===== src/rtl/qspi_flash_arbiter.sv =====
// -----------------------------------------------------------------------------
// qspi_flash_arbiter
//
// Shares one QSPI flash/PSRAM master between the CPU instruction-fetch port and
// the CPU data port. Sequential instruction fetches are served from a single
// continuous quad read stream through a one-word prefetch buffer. The stream
// is broken (m_stop, then a fresh m_start) on a branch, a flush, a buffer
// overflow or any data access. Data requests win over fetch requests.
//
// Ports
//   clk, rst_n          system clock, asynchronous active-low reset
//   if_req/if_addr      fetch request (held until if_ack), halfword address
//   if_flush            one-cycle pulse, discards stream and prefetch word
//   if_ack/if_rdata     one-cycle ack with the raw instruction word
//   d_req/d_we/d_addr   data request (held until d_ack), direction, address
//   d_len/d_wdata       transfer length in bits, write data
//   d_ack/d_rdata       one-cycle ack with read data (0 for writes)
//   m_start/m_stop      one-cycle start / forced-stop pulses to the master
//   m_we/m_is_instr     registered command, held for the whole transaction
//   m_addr/m_len        registered command address and length
//   m_wdata             registered write data
//   m_done/m_rdata      master completion (per word in stream mode), data
// -----------------------------------------------------------------------------
module qspi_flash_arbiter #(
    parameter logic [5:0] FETCH_LEN = 6'd32
) (
    input  logic        clk,
    input  logic        rst_n,
    input  logic        if_req,
    input  logic [23:0] if_addr,
    input  logic        if_flush,
    output logic        if_ack,
    output logic [31:0] if_rdata,
    input  logic        d_req,
    input  logic        d_we,
    input  logic [23:0] d_addr,
    input  logic [5:0]  d_len,
    input  logic [31:0] d_wdata,
    output logic        d_ack,
    output logic [31:0] d_rdata,
    output logic        m_start,
    output logic        m_stop,
    output logic        m_we,
    output logic        m_is_instr,
    output logic [23:0] m_addr,
    output logic [5:0]  m_len,
    output logic [31:0] m_wdata,
    input  logic        m_done,
    input  logic [31:0] m_rdata
);

    typedef enum logic [1:0] {
        S_IDLE   = 2'd0,
        S_DATA   = 2'd1,
        S_STREAM = 2'd2,
        S_STOP   = 2'd3
    } state_t;

    state_t      r_state,       w_state_nxt;
    logic        r_m_start,     w_m_start_nxt;
    logic        r_m_stop,      w_m_stop_nxt;
    logic        r_m_we,        w_m_we_nxt;
    logic        r_m_is_instr,  w_m_is_instr_nxt;
    logic [23:0] r_m_addr,      w_m_addr_nxt;
    logic [5:0]  r_m_len,       w_m_len_nxt;
    logic [31:0] r_m_wdata,     w_m_wdata_nxt;
    logic        r_if_ack,      w_if_ack_nxt;
    logic [31:0] r_if_rdata,    w_if_rdata_nxt;
    logic        r_d_ack,       w_d_ack_nxt;
    logic [31:0] r_d_rdata,     w_d_rdata_nxt;
    logic [31:0] r_buf,         w_buf_nxt;
    logic [23:0] r_buf_addr,    w_buf_addr_nxt;
    logic        r_buf_valid,   w_buf_valid_nxt;
    logic [23:0] r_stream_addr, w_stream_addr_nxt;
    logic [1:0]  r_wait_cnt,    w_wait_cnt_nxt;

    // A requester only drops its request after seeing the ack, so during the
    // ack cycle the request line still shows the old, already-served request.
    logic        w_if_req;
    logic        w_d_req;
    logic [23:0] w_head;
    logic        w_buf_hit;
    logic        w_consume;
    logic        w_branch;
    logic        w_overflow;
    logic        w_break;

    assign w_if_req   = if_req & ~r_if_ack;
    assign w_d_req    = d_req & ~r_d_ack;
    // Next instruction the stream owes the CPU: the buffered word if any,
    // otherwise the word the master will deliver next.
    assign w_head     = r_buf_valid ? r_buf_addr : r_stream_addr;
    assign w_buf_hit  = r_buf_valid & ~if_flush & (if_addr == r_buf_addr);
    assign w_consume  = w_if_req & w_buf_hit;
    assign w_branch   = w_if_req & (if_addr != w_head);
    // A word arriving into a full, unconsumed buffer has nowhere to go.
    assign w_overflow = m_done & r_buf_valid & ~w_consume;
    assign w_break    = w_branch | w_d_req | if_flush;

    always_comb begin
        // NOTE: every variable driven here gets a default first, so no path
        // through the case statement can leave one unassigned and infer a latch.
        w_state_nxt       = r_state;
        w_m_start_nxt     = 1'b0;
        w_m_stop_nxt      = 1'b0;
        w_m_we_nxt        = r_m_we;
        w_m_is_instr_nxt  = r_m_is_instr;
        w_m_addr_nxt      = r_m_addr;
        w_m_len_nxt       = r_m_len;
        w_m_wdata_nxt     = r_m_wdata;
        w_if_ack_nxt      = 1'b0;
        w_if_rdata_nxt    = r_if_rdata;
        w_d_ack_nxt       = 1'b0;
        w_d_rdata_nxt     = r_d_rdata;
        w_buf_nxt         = r_buf;
        w_buf_addr_nxt    = r_buf_addr;
        w_buf_valid_nxt   = r_buf_valid & ~if_flush;
        w_stream_addr_nxt = r_stream_addr;
        w_wait_cnt_nxt    = r_wait_cnt;

        unique case (r_state)
            S_IDLE: begin
                if (r_wait_cnt != 2'd0) begin
                    // Give the master time to fall back to its own idle state.
                    w_wait_cnt_nxt = r_wait_cnt - 2'd1;
                end else if (w_d_req) begin
                    w_m_start_nxt    = 1'b1;
                    w_m_we_nxt       = d_we;
                    w_m_is_instr_nxt = 1'b0;
                    w_m_addr_nxt     = d_addr;
                    w_m_len_nxt      = d_len;
                    w_m_wdata_nxt    = d_wdata;
                    w_state_nxt      = S_DATA;
                end else if (w_if_req) begin
                    if (w_buf_hit) begin
                        // Word left over from an overflowed stream: serve it
                        // without waking the master.
                        w_if_ack_nxt    = 1'b1;
                        w_if_rdata_nxt  = r_buf;
                        w_buf_valid_nxt = 1'b0;
                    end else begin
                        w_m_start_nxt     = 1'b1;
                        w_m_we_nxt        = 1'b0;
                        w_m_is_instr_nxt  = 1'b1;
                        w_m_addr_nxt      = if_addr;
                        w_m_len_nxt       = FETCH_LEN;
                        w_m_wdata_nxt     = 32'd0;
                        w_buf_valid_nxt   = 1'b0;
                        w_stream_addr_nxt = if_addr;
                        w_state_nxt       = S_STREAM;
                    end
                end
            end

            S_DATA: begin
                if (m_done) begin
                    w_d_rdata_nxt  = r_m_we ? 32'd0 : m_rdata;
                    w_d_ack_nxt    = 1'b1;
                    w_wait_cnt_nxt = 2'd2;
                    w_state_nxt    = S_IDLE;
                end
            end

            S_STREAM: begin
                if (w_consume) begin
                    w_if_ack_nxt    = 1'b1;
                    w_if_rdata_nxt  = r_buf;
                    w_buf_valid_nxt = 1'b0;
                end
                if (w_break || w_overflow) begin
                    w_m_stop_nxt = 1'b1;
                    w_state_nxt  = S_STOP;
                    // An overflow alone leaves the buffered word still valid;
                    // any other cause makes it stale.
                    if (w_break) begin
                        w_buf_valid_nxt = 1'b0;
                    end
                end else if (m_done) begin
                    // Buffer is empty or being drained this cycle: refill it.
                    w_buf_nxt         = m_rdata;
                    w_buf_addr_nxt    = r_stream_addr;
                    w_buf_valid_nxt   = 1'b1;
                    w_stream_addr_nxt = r_stream_addr +
                                        ((m_rdata[25:24] == 2'b11) ? 24'd4 : 24'd2);
                end
            end

            S_STOP: begin
                w_state_nxt = S_IDLE;
            end
        endcase
    end

    // NOTE: state registers use non-blocking assignments so every register
    // samples the pre-edge values, independent of statement order.
    always_ff @(posedge clk or negedge rst_n) begin
        if (!rst_n) begin
            r_state       <= S_IDLE;
            r_m_start     <= 1'b0;
            r_m_stop      <= 1'b0;
            r_m_we        <= 1'b0;
            r_m_is_instr  <= 1'b0;
            r_m_addr      <= 24'd0;
            r_m_len       <= 6'd0;
            r_m_wdata     <= 32'd0;
            r_if_ack      <= 1'b0;
            r_if_rdata    <= 32'd0;
            r_d_ack       <= 1'b0;
            r_d_rdata     <= 32'd0;
            r_buf         <= 32'd0;
            r_buf_addr    <= 24'd0;
            r_buf_valid   <= 1'b0;
            r_stream_addr <= 24'd0;
            r_wait_cnt    <= 2'd0;
        end else begin
            r_state       <= w_state_nxt;
            r_m_start     <= w_m_start_nxt;
            r_m_stop      <= w_m_stop_nxt;
            r_m_we        <= w_m_we_nxt;
            r_m_is_instr  <= w_m_is_instr_nxt;
            r_m_addr      <= w_m_addr_nxt;
            r_m_len       <= w_m_len_nxt;
            r_m_wdata     <= w_m_wdata_nxt;
            r_if_ack      <= w_if_ack_nxt;
            r_if_rdata    <= w_if_rdata_nxt;
            r_d_ack       <= w_d_ack_nxt;
            r_d_rdata     <= w_d_rdata_nxt;
            r_buf         <= w_buf_nxt;
            r_buf_addr    <= w_buf_addr_nxt;
            r_buf_valid   <= w_buf_valid_nxt;
            r_stream_addr <= w_stream_addr_nxt;
            r_wait_cnt    <= w_wait_cnt_nxt;
        end
    end

    assign if_ack     = r_if_ack;
    assign if_rdata   = r_if_rdata;
    assign d_ack      = r_d_ack;
    assign d_rdata    = r_d_rdata;
    assign m_start    = r_m_start;
    assign m_stop     = r_m_stop;
    assign m_we       = r_m_we;
    assign m_is_instr = r_m_is_instr;
    assign m_addr     = r_m_addr;
    assign m_len      = r_m_len;
    assign m_wdata    = r_m_wdata;

endmodule


===== config.mk =====
export PLATFORM = sky130hd
export DESIGN_NAME = qspi_flash_arbiter
export DESIGN_NICKNAME = d
export VERILOG_FILES = /design/src/rtl/qspi_flash_arbiter.sv
export SDC_FILE = /design/constraint.sdc
export NUM_CORES = 1
export LEC_CHECK = 0
export BUFFER_PORTS_ARGS = -buffer_cell sky130_fd_sc_hd__buf_2
export CORE_ASPECT_RATIO = 0.9
export CORE_MARGIN = 3
export CORE_UTILIZATION = 44
export CTS_CLUSTER_DIAMETER = 100
export DETAILED_ROUTE_END_ITERATION = 8
export PLACE_DENSITY = 0.68
export SYNTH_ARGS = -nofsm -noshare
export SYNTH_HDL_FRONTEND = slang
export SYNTH_SLANG_ARGS = --single-unit
export TNS_END_PERCENT = 10

===== constraint.sdc =====
create_clock -name clk -period 3.7 [get_ports clk]
set_clock_uncertainty 0.1 [all_clocks]
set_input_delay 0.925 -clock clk [delete_from_list [all_inputs] [get_ports clk]]
set_output_delay 0.925 -clock clk [all_outputs]
set_load 0.1 [all_outputs]

* After elaboration in Yosys (flattened, before gate mapping) *
Cells that the tools add are included.

storage, ports and cells
  bits in registers = 217
  input port bits = 125
  output and inout port bits = 132
  logic and storage cells = 130

cells by class
  $add $sub $neg = 2
  eq/ne operators = 20
  multiplexer cells = 62
  bitwise gates (word level) = 16
  reduce and logical (&&, ||, !) cells = 13

operator list
  cell                number
  $mux 32             9
  $mux 24             8
  $pmux 32 s2         1
  $pmux 24 s2         1
  $mux 1              27
  $add 24x3->24       1
  $eq 24x24->1        1
  $ne 2x2->1 const B  12
  $ne 24x24->1        1
  $mux 6              3
  $mux 2              8
  $and 1x1->1         8
  $pmux 2 s4          1
  $reduce_bool 2->1   4
  $reduce_and 7->1    1
  $eq 2x2->1 const B  3
  $ne 3x3->1 const B  2
  $not 1->1           6
  $reduce_and 3->1    2
  $reduce_and 6->1    1
  $reduce_and 5->1    1
  $pmux 1 s2          2
  $pmux 2 s2          1
  $reduce_and 4->1    1
  other kinds (7)     8

* Depth between registers and ports, before layout *
Gate-level depths: netlist (run 1).

  word-level depth = 9
  mapped depth = 12

* Worst setup path after synthesis (run 1) *
Ideal clock, no wire load.

  path type = input to register
  start point = input port m_rdata[24]
  end point = register r_stream_addr[21]
  arrival = 3.063 ns
  required time = 3.478 ns
  setup slack = 0.415 ns
  stages on the path = 11
  cells stage by stage = nand2_1 > ha_1 > inv_1 > fa_1 > nand4b_1 > nor3_1 > and4_1 > nand3_1 > nor2_1 > o211ai_1 > a32o_1

between the ends
  cells in the longest elaborated chain, start to end = 6

ends and longest elaborated chain
  element               line  RTL
  from (decl)           49    input logic [31:0] m_rdata
  $eq 2x2->1            184   ((m_rdata[25:24] == 2'b11) ? 24'd4 : 24'd2);
  $mux 3                184
  $add 24x3->24         183   w_stream_addr_nxt = r_stream_addr +
  $mux 24               178   end else if (m_done) begin
  $mux 24               170   if (w_break || w_overflow) begin
  $pmux 24 s2           121   unique case (r_state)
  to (signal assigned)  231   r_stream_addr <= w_stream_addr_nxt;
  to (decl)             74    logic [23:0] r_stream_addr, w_stream_addr_nxt;

Every way passes these cells. The select of a mux whose other input is x is not followed.
A chain may end at the register's enable or synchronous reset.

* Worst setup path after layout (run 1) *
Ends and elaborated chain as after synthesis.

==> flow_summary.json, run 1 <==
{
  "drtIter0Drc": 670,
  "num_rows": 52,
  "crit_chain": "buf_2, nand2_1, ha_1, inv_1, fa_1, nand4b_1, nor3_1, and4_1, nand3_1, nor2_1, o211ai_1, a32o_1",
  "drc": 0,
  "routabilityCongestion": 0.8669,
  "max_cap_violations": 0,
  "cp_num_buf_inv": 2,
  "finalHoldViolCount": 0,
  "netlist_area_um2": 10310,
  "rsz0062_at_grt": "false",
  "yosys_most_used_dff": "dfrtp_1",
  "grt_pass1_vias": 7999,
  "grt_first_pass_wirelength_um": 45040,
  "powerDensity_nw_per_um2": 1024,
  "ir_drop_uv": 750.3,
  "cts_tree": "yes",
  "status": "completed",
  "io_buffer_count": 256,
  "ys_top_cells_by_area": "dfrtp_1 53%, nand2_1 9.2%, o21ai_0 5.0%",
  "fin_crit_ns": 3.081,
  "drive_above_1_share": 0.3037,
  "synth-edff-count": 0,
  "path_class": "input pin to flip-flop",
  "io_pins": 257,
  "wl_um": 28870,
  "cp.required_ns": 4.00,
  "fin_crit_sh": 0.8327,
  "grt_usage": 0.2208,
  "grt_max_degree": 85,
  "critPathMaxFanout": 4,
  "postRouteAntennaNets": 0,
  "post_cts_buffers": 0,
  "timing.final.max_slew_violations": 0,
  "rrSetupSlack_ns": 0.66,
  "start_util": 0.4529,
  "place_area_um2": 12020,
  "clock_path_buffers": 3,
  "setup_viol": 0,
  "dp.cells": 1534,
  "yosysUniqueCellTypes": 52,
  "fp.dieW_um": 167.4,
  "max_stage_delay_ns": 0.43,
  "synth_top_area_frac": 0.5265,
  "slowest_stage": "fa_1",
  "wl_per_cell_um": 18.27,
  "coreArea_um2": 22770,
  "yosysTopAreaCell": "dfrtp_1",
  "avgSynthCellArea_um2": 10.14,
  "grt_overflow_total": 0,
  "cts_resized": 0,
  "synthArstFlopShare": 1.000,
  "clk_pin_slew_worst_paths_ns": 0.06,
  "p_leak_nw": 6.507,
  "dieHeight_um": 151.2,
  "fin_util": 0.5630,
  "syn_nets": 1146,
  "areaGrowthSynthToFinish_pct": 24.31,
  "worstMarginPinSlew_ns": 1.055,
  "end_kind": "flip-flop",
  "cp.arrival_ns": 3.38,
  "first_pass_iters": 5,
  "die_area_um2": 25320,
  "tns_ns": 0,
  "vias_per_cell": 5.321,
  "insertion_delay_ns": 0.52,
  "instances_no_fill": 1580,
  "vias": 8407,
  "hpwl_um": 20170,
  "yosysMostFrequentCell": "nand2_1",
  "cts.sinks": 217,
  "ys_ff_latch": 217,
  "slew_headroom": 0.2948,
  "hold_class": "input pin to asynchronous set/reset pin",
  "fmax_mhz": 324.6,
  "synthTopCellsByCount": "254 x nand2_1, 217 x dfrtp_1, 103 x o21ai_0",
  "seq_area_frac_synth": 0.5265,
  "root_buffer": "clkbuf_16",
  "cts-hold-fix-buffers": 0,
  "cpLargestDelayFamily": "simple AND/OR/NAND/NOR gates",
  "antenna_found_initial": 0,
  "final_area_um2": 12820,
  "htree_levels": 1,
  "nets": 1392,
  "cts_buffers": 24,
  "holdWs_ns": 0.2517,
  "crit_path_start_kind": "input pin",
  "postSynthCellCount": 1017,
  "fillers": 2052,
  "yosysWarningCount": 0
}
-- report_power, final --
group / leakage [nW] / switching [W] / internal [W]
Sequential: 2.83 / 0.000675 / 0.00326
Combinational: 3.28 / 0.00535 / 0.00146
Clock: 0.396 / 0.000960 / 0.00143
-- path summary, 6_finish.rpt --
path                       cells after the start               startpoint                             to
setup reg to reg                              10    r_buf_valid$_DFF_PN0_   r_stream_addr[2]$_DFFE_PN0P_
hold / removal                                 1                    rst_n  r_stream_addr[23]$_DFFE_PN0P_
setup / recovery                              12              m_rdata[24]  r_stream_addr[21]$_DFFE_PN0P_
min in group clk                               2  if_rdata[0]$_DFFE_PN0P_        if_rdata[0]$_DFFE_PN0P_
hold reg to reg                                2  if_rdata[0]$_DFFE_PN0P_        if_rdata[0]$_DFFE_PN0P_
max in group asynchronous                      2                    rst_n         m_wdata[3]$_DFFE_PN0P_
-- cells in the final DEF, fill, tap and decap left out, types with 10 or more instances in the layout --
| master | n |
|---|---|
| nand2_1 | 254 |
| o21ai_0 | 103 |
| o211ai_1 | 14 |
| inv_1 | 13 |
| dfrtp_1 | 217 |
| nor3_1 | 10 |
| mux2_4 | 29 |
| nand2b_1 | 34 |
| nand3_1 | 14 |
| nor2_1 | 26 |
| nand4_1 | 15 |
| xor2_1 | 13 |
| mux2_2 | 27 |
| buf_2 | 255 |
| a32o_1 | 13 |
| clkbuf_16 | 25 |
| xnor2_1 | 35 |
| buf_4 | 23 |
| mux2i_1 | 47 |
-- kinds of logic (layout without fill, tap and decap cells) --
kind of cell / Yosys count / in the layout / synth area share
AO/OA/AOI/OAI: 183 / 183 / 0.1132
buffers and inverters: 79 / 343 / 0.03360
AND/OR/NAND/NOR: 383 / 383 / 0.1630
other: 0 / 2 / 0
multiplexers: 103 / 103 / 0.1173
flip-flops: 217 / 217 / 0.5265
XOR/XNOR: 48 / 48 / 0.04076
adder cells (fa/ha/maj): 4 / 4 / 0.005581
-- worst reg2reg max path, cell delays in order (launching register included) --
cell	delay, ns
dfrtp_1	0.40
buf_4	0.24
mux2i_1	0.24
xor2_1	0.22
nand4_1	0.12
or4_4	0.51
o32ai_4	0.17
buf_4	0.35
a21o_1	0.19
buf_4	0.22
mux2i_1	0.21
-- stage by stage --
step | total power (W) | worst slack (ns)
finish | 0.01313 | 0.6190
global route | 0.01379 | 0.4690
CTS | 0.01321 | 0.6397
detailed placement | 0.01077 | 0.1019
global placement | 0.01066 | 0.1560
floorplan | 0.009411 | 0.4152
-- sequential cells by signal, indices dropped and copies added (netlist names), 2 cells and up --
signal	flops
m_len	6
d_rdata	32
r_buf_addr	24
r_wait_cnt	2
if_rdata	32
r_state	2
r_stream_addr	24
r_buf	32
m_addr	24
m_wdata	32
-- metal layers --
metal | wire length, µm | GRT usage | share of wire
met1 | 12940 | 0.3314 | 0.45
met2 | 12920 | 0.3294 | 0.45
met3 | 2465 | 0.04593 | 0.085
met4 | 542 | 0.05276 | 0.019
met5 | 0 | 0 | 0
-- layout make-up --
cell class / instances / area [µm²] / share of cell area
Sequential cell: 217 / 5430 / 0.4235
Clock inverter: 7 / 67.56 / 0.005270
Inverter: 13 / 48.80 / 0.003806
Antenna cell: 2 / 5.005 / 0.0003904
Clock buffer: 37 / 730.7 / 0.05699
Multi-Input combinational cell: 721 / 4563 / 0.3559
Timing Repair Buffer: 286 / 1604 / 0.1251
Tap cell: 297 / 371.6 / 0.02898
(Power assumes the default switching activity.)
==> inputs of run 2 (changes only) <==
- PLACE_DENSITY: 0.68 -> 0.71
- clock period: 3.7 -> 2.49 ns (I/O delays scaled with it)
==> run 2 against run 1 <==
  * The run now ends with negative setup slack left
  * Count of clock-buffer cells in the layout is 2 lower
  * Clock power rose by 62%
  * Final area up 8.7%
  * Power is 57% higher
  * Die area stayed put
  * Wire length up 2.8%
  * Global-route usage up 0.76 points
  * Register-to-register slack got worse by 1.1 ns
  * First-iteration DRC count down 9.3%
  * Core utilization up 4.9 points
  * Critical endpoint is now r_buf[26]$_DFFE_PN0P_
  * Highest routed layer is now met5
==> flow_summary.json, run 2 (synthesized netlist as in run 1, its figures left out) <==
{
  "grt_overflow_total": 0,
  "max_stage_delay_ns": 0.54,
  "routabilityCongestion": 0.9080,
  "path_class": "flip-flop to flip-flop",
  "setup_viol": 82,
  "insertion_delay_ns": 0.51,
  "switchingPower_w": 0.01057,
  "wl_um": 29670,
  "die_area_um2": 25320,
  "drc": 0,
  "io_pins": 257,
  "cts_buffers": 24,
  "layout_common_cells": "255 x buf_2, 253 x nand2_1, 216 x dfrtp_1",
  "met1_usage": 0.3244,
  "fin_util": 0.6122,
  "worstHoldStart": "d_wdata[24]",
  "rsz0062_at_grt": "true",
  "vias_per_cell": 5.235,
  "coreArea_um2": 22770,
  "intPower_w": 0.009992,
  "fmax_mhz": 346.1,
  "start_util": 0.4529,
  "cts.sinks": 217,
  "vias": 8858,
  "dp.cells": 1641,
  "startpoint": "r_buf_valid$_DFF_PN0_",
  "ir_drop_uv": 1569,
  "critPathMaxFanout": 23,
  "fin_crit_sh": 1.160,
  "slew_headroom": 0.6538,
  "io_buffer_count": 256,
  "hpwl_um": 21700,
  "setup_ws_ns": -0.3992,
  "tns_ns": -28.38,
  "layout_commonest_cell": "buf_2",
  "areaGrowthSynthToFinish_pct": 35.17,
  "r2r_end": "r_buf[26]$_DFFE_PN0P_",
  "wl_per_cell_um": 17.53,
  "r2r-start": "r_buf_valid$_DFF_PN0_",
  "antenna_found_initial": 1,
  "p_leak_nw": 7.154,
  "grt_use_met3": 0.04776,
  "worstMarginPinSlew_ns": 0.5229,
  "dieHeight_um": 151.2,
  "rrSetupSlack_ns": -0.40,
  "clk_pin_slew_worst_paths_ns": 0.06,
  "postRouteAntennaNets": 0,
  "nets": 1505,
  "fin_crit_ns": 2.889,
  "drive_above_1_share": 0.3694,
  "instances_no_fill": 1692,
  "seq_power_share": 0.275,
  "crit_path_start_kind": "flip-flop",
  "cp.arrival_ns": 3.18,
  "cts_tree": "yes",
  "grt_max_degree": 69,
  "p_comb_frac": 0.537,
  "crit_chain": "buf_4, mux2i_1, xor2_1, nand4_1, or4_4, o32ai_4, nand2_4, buf_12, mux2_4",
  "r2r_cells": 9,
  "timing.final.max_slew_violations": 0,
  "finalHoldViolCount": 0,
  "status": "complete, but fails checks",
  "max_cap_violations": 0,
  "clock_path_buffers": 3,
  "clkPwrFrac": 0.188,
  "min_to": "m_wdata[24]$_DFFE_PN0P_",
  "slowest_stage": "or4_4",
  "busiest_layer": "met2",
  "powerDensity_nw_per_um2": 1475,
  "p_sw_frac": 0.5140,
  "drtIter0Drc": 608,
  "grt_usage": 0.2284,
  "grt_use_met2": 0.3573,
  "end_kind": "flip-flop",
  "violations": "negative setup slack",
  "hold_class": "input pin to flip-flop",
  "num_rows": 52,
  "cp.required_ns": 2.78,
  "first_pass_iters": 5,
  "root_buffer": "clkbuf_16",
  "hold_path_depth": 3,
  "htree_levels": 1,
  "fillers": 1875,
  "grt_first_pass_wirelength_um": 46720,
  "fp.dieW_um": 167.4,
  "grt_pass1_vias": 8847
}
## run 2: cell count changes in the layout (fill, tap and decap cells not counted), moves of 2 or more
cell | previous run | this run
buf_12 | 7 | 16
buf_4 | 23 | 123
buf_6 | 0 | 3
bufinv_16 | 1 | 4
clkbuf_1 | 6 | 4
clkinv_2 | 4 | 2
## run 2: timing repair
| action | 4_1_cts | 5_1_grt |
|---|---|---|
| pin swaps | 1 | 0 |
| gates resized for setup | 6 | 3 |
| setup buffers | 5 | 0 |
| cloned | 0 | 0 |
| setup endpoints to repair | 82 | 137 |
| hold buffers | 1 | 0 |
| endpoints found under the hold margin | 45 | 0 |
## run 2: power groups by stage
stage                     registers, W  clock network [W]  logic, W
after floorplan                 0.0112                  0   0.00281
after global placement         0.00565                  0    0.0109
after detailed placement       0.00567                  0    0.0110
after CTS                      0.00565            0.00395    0.0111
after global routing           0.00581            0.00410    0.0116
final                          0.00566            0.00386    0.0110
## run 2: through the flow
step                      instance area (µm²)  worst slack (ns)  power [W]  hold slack, ns
after floorplan                         10390           -0.2486    0.01402          0.2269
after global placement                  12960           -0.4122    0.01651          0.3438
after detailed placement                12960           -0.5074    0.01672          0.3511
after CTS                               13920           -0.3543    0.02067          0.1936
after global routing                    13940           -0.4827    0.02155          0.2086
final                                   13940           -0.3992    0.02056          0.2157
## run 2: worst max-delay path by stage
stage | end
finish | r_buf[26]$_DFFE_PN0P_
global route | r_buf[19]$_DFFE_PN0P_
floorplan | r_stream_addr[21]$_DFFE_PN0P_
detailed placement | r_stream_addr[21]$_DFFE_PN0P_
global placement | r_stream_addr[21]$_DFFE_PN0P_
CTS | r_buf[3]$_DFFE_PN0P_
## run 2: area by class of cell
class,instances,area [µm²],area share
Tap cell,297,371.6,0.02666
Inverter,13,48.80,0.003500
Multi-Input combinational cell,721,4627,0.3319
Antenna cell,1,2.502,0.0001795
Clock buffer,35,723.2,0.05188
Clock inverter,9,155.1,0.01113
Sequential cell,217,5434,0.3898
Timing Repair Buffer,399,2579,0.1850
## run 2: layer usage
layer / up-vias / share of wire
met5: - / 0.00044
met4: 2 / 0.029
met3: 56 / 0.077
met2: 327 / 0.45
met1: 4254 / 0.44
li1: 4219 / -
## run 2: critical path, delay by kind of cell, from the launching register on
kind,cells,cell delay [ns]
and+or+nand+nor,3,0.82
muxes,2,0.53
DFF,1,0.41
buffers and inverters,2,0.39
xor gates and xnor gates,1,0.27
AOI/OAI and AO/OA,1,0.23
==> inputs of run 3 (changes only) <==
- CTS_BUF_LIST: unset -> sky130_fd_sc_hd__clkbuf_16
==> run 3 against run 2 <==
  * Clock power shrank 5.4%
  * Non-clock buffer count rose by 4
  * Wire length rose by 0.73%
  * Die area did not move
  * The run still ends with negative setup slack left
  * Sequential power is essentially flat
  * Combinational power is essentially flat
  * Via count is 0.73% higher
  * Largest cell class unchanged
  * Maximum frequency up 0.34%
  * Worst hold slack improved by 0.00052 ns
  * Setup slack improved by 0.0097 ns
==> flow_summary.json, run 3 (synthesized netlist as in run 1, its figures left out) <==
{
  "routabilityCongestion": 0.9080,
  "finalHoldViolCount": 0,
  "clkPwrFrac": 0.179,
  "clk_pin_slew_worst_paths_ns": 0.06,
  "wl_um": 29890,
  "grt_first_pass_wirelength_um": 46650,
  "cts_tree": "yes",
  "nets": 1509,
  "fp.dieW_um": 167.4,
  "fillers": 1882,
  "num_rows": 52,
  "dieHeight_um": 151.2,
  "coreArea_um2": 22770,
  "hold_path_depth": 3,
  "fin_crit_sh": 1.156,
  "htree_levels": 1,
  "instances_no_fill": 1695,
  "intPower_w": 0.009828,
  "wl_per_cell_um": 17.63,
  "start_util": 0.4529,
  "route.met2.wl_um": 13660,
  "drc": 0,
  "vias_per_cell": 5.264,
  "io_pins": 257,
  "drive_above_1_share": 0.3748,
  "cts.sinks": 217,
  "insertion_delay_ns": 0.51,
  "post-place-ws_ns": -0.5074,
  "cp.required_ns": 2.76,
  "cp.arrival_ns": 3.15,
  "p_sw_frac": 0.5193,
  "critPathMaxFanout": 8,
  "end_kind": "flip-flop",
  "clock_path_buffers": 3,
  "hold_class": "input pin to flip-flop",
  "areaGrowthSynthToFinish_pct": 35.57,
  "die_area_um2": 25320,
  "setup_viol": 82,
  "max_cap_violations": 0,
  "p_leak_nw": 7.187,
  "fin_crit_ns": 2.880,
  "r2r_cells": 10,
  "crit_path_start_kind": "flip-flop",
  "ir_drop_uv": 1567,
  "timing.final.max_slew_violations": 0,
  "switchingPower_w": 0.01062,
  "hpwl_um": 21700,
  "drtIter0Drc": 631,
  "first_pass_iters": 5,
  "setup_ws_ns": -0.3895,
  "path_class": "flip-flop to flip-flop",
  "io_buffer_count": 256,
  "seq_power_share": 0.277,
  "rsz0062_at_grt": "true",
  "fmax_mhz": 347.3,
  "violations": "negative setup slack",
  "layout_commonest_cell": "buf_2",
  "grt_overflow_total": 0,
  "powerDensity_nw_per_um2": 1462,
  "met1_length_um": 13080,
  "status": "complete, but fails checks",
  "cts_buffers": 24,
  "slew_headroom": 0.6529,
  "antenna_found_initial": 1,
  "postRouteAntennaNets": 0,
  "worstMarginPinSlew_ns": 0.5242,
  "holdWs_ns": 0.2162,
  "vias": 8923,
  "layout_common_cells": "255 x buf_2, 253 x nand2_1, 216 x dfrtp_1",
  "root_buffer": "clkbuf_16",
  "diodes": 0,
  "grt_pass1_vias": 8857,
  "grt_usage": 0.2279,
  "dp.cells": 1641,
  "tns_ns": -28.17,
  "p_comb_frac": 0.544,
  "grt_max_degree": 69,
  "route.met3.wl_um": 2401,
  "dr.max_layer_used": "met5"
}
## run 3: cell type report
cell class | instances | area, µm² | share of cell area
multi-input cells | 721 | 4678 | 0.3346
inverters | 13 | 48.80 | 0.003490
clock inverters | 19 | 192.7 | 0.01378
flip-flops and latches | 217 | 5434 | 0.3886
clock buffers | 25 | 625.6 | 0.04474
repair buffers | 403 | 2631 | 0.1882
well taps | 297 | 371.6 | 0.02658
## run 3: repair_timing
| action | CTS | global route |
|---|---|---|
| hold buffers | 1 | 0 |
| gates resized for setup | 5 | 24 |
| buffers inserted | 5 | 4 |
| pin swaps | 1 | 8 |
| endpoints found under the setup margin | 82 | 137 |
| hold endpoints to repair | 45 | 0 |
## run 3: worst max-delay path, cell delays in order (launching register included)
cell	delay (ns)
dfrtp_1	0.43
buf_6	0.16
mux2i_2	0.24
xor2_1	0.26
nand4_1	0.14
or4_4	0.54
o32ai_4	0.23
buf_6	0.18
a21o_1	0.16
buf_4	0.19
a222oi_1	0.11
## run 3: power by group through the flow
stage | clock, W | sequential (W) | combinational, W
final | 0.00365 | 0.00567 | 0.0111
after CTS | 0.00373 | 0.00565 | 0.0111
after global routing | 0.00389 | 0.00582 | 0.0117
after global placement | 0 | 0.00565 | 0.0109
after detailed placement | 0 | 0.00567 | 0.0110
after floorplan | 0 | 0.0112 | 0.00281
## run 3: per-layer routing
metal  global-route usage  up-vias
li1                     -     4224
met1               0.3243     4296
met2               0.3581      349
met3              0.04749       52
met4              0.06094        2
met5                    0        -
## run 3: worst paths after layout
| kind | startpoint | endpoint | slack, ns |
|---|---|---|---|
| max | r_buf_valid$_DFF_PN0_ | r_stream_addr[10]$_DFFE_PN0P_ | -0.39 |
| min reg2reg | if_rdata[31]$_DFFE_PN0P_ | if_rdata[31]$_DFFE_PN0P_ | 0.36 |
| min in group asynchronous | rst_n | d_rdata[10]$_DFFE_PN0P_ | 0.52 |
| min | d_wdata[24] | m_wdata[24]$_DFFE_PN0P_ | 0.22 |
| max in group asynchronous | rst_n | m_wdata[25]$_DFFE_PN0P_ | 1.06 |
| max reg2reg | r_buf_valid$_DFF_PN0_ | r_stream_addr[10]$_DFFE_PN0P_ | -0.39 |
## run 3: stage by stage
stage                     cell area [µm²]  total power, W  utilization
after floorplan                     10390         0.01402            -
after global placement              12960         0.01651       0.5691
after detailed placement            12960         0.01672       0.5691
after CTS                           13860         0.02045       0.6085
after global routing                13980         0.02142       0.6140
final                               13980         0.02045       0.6140
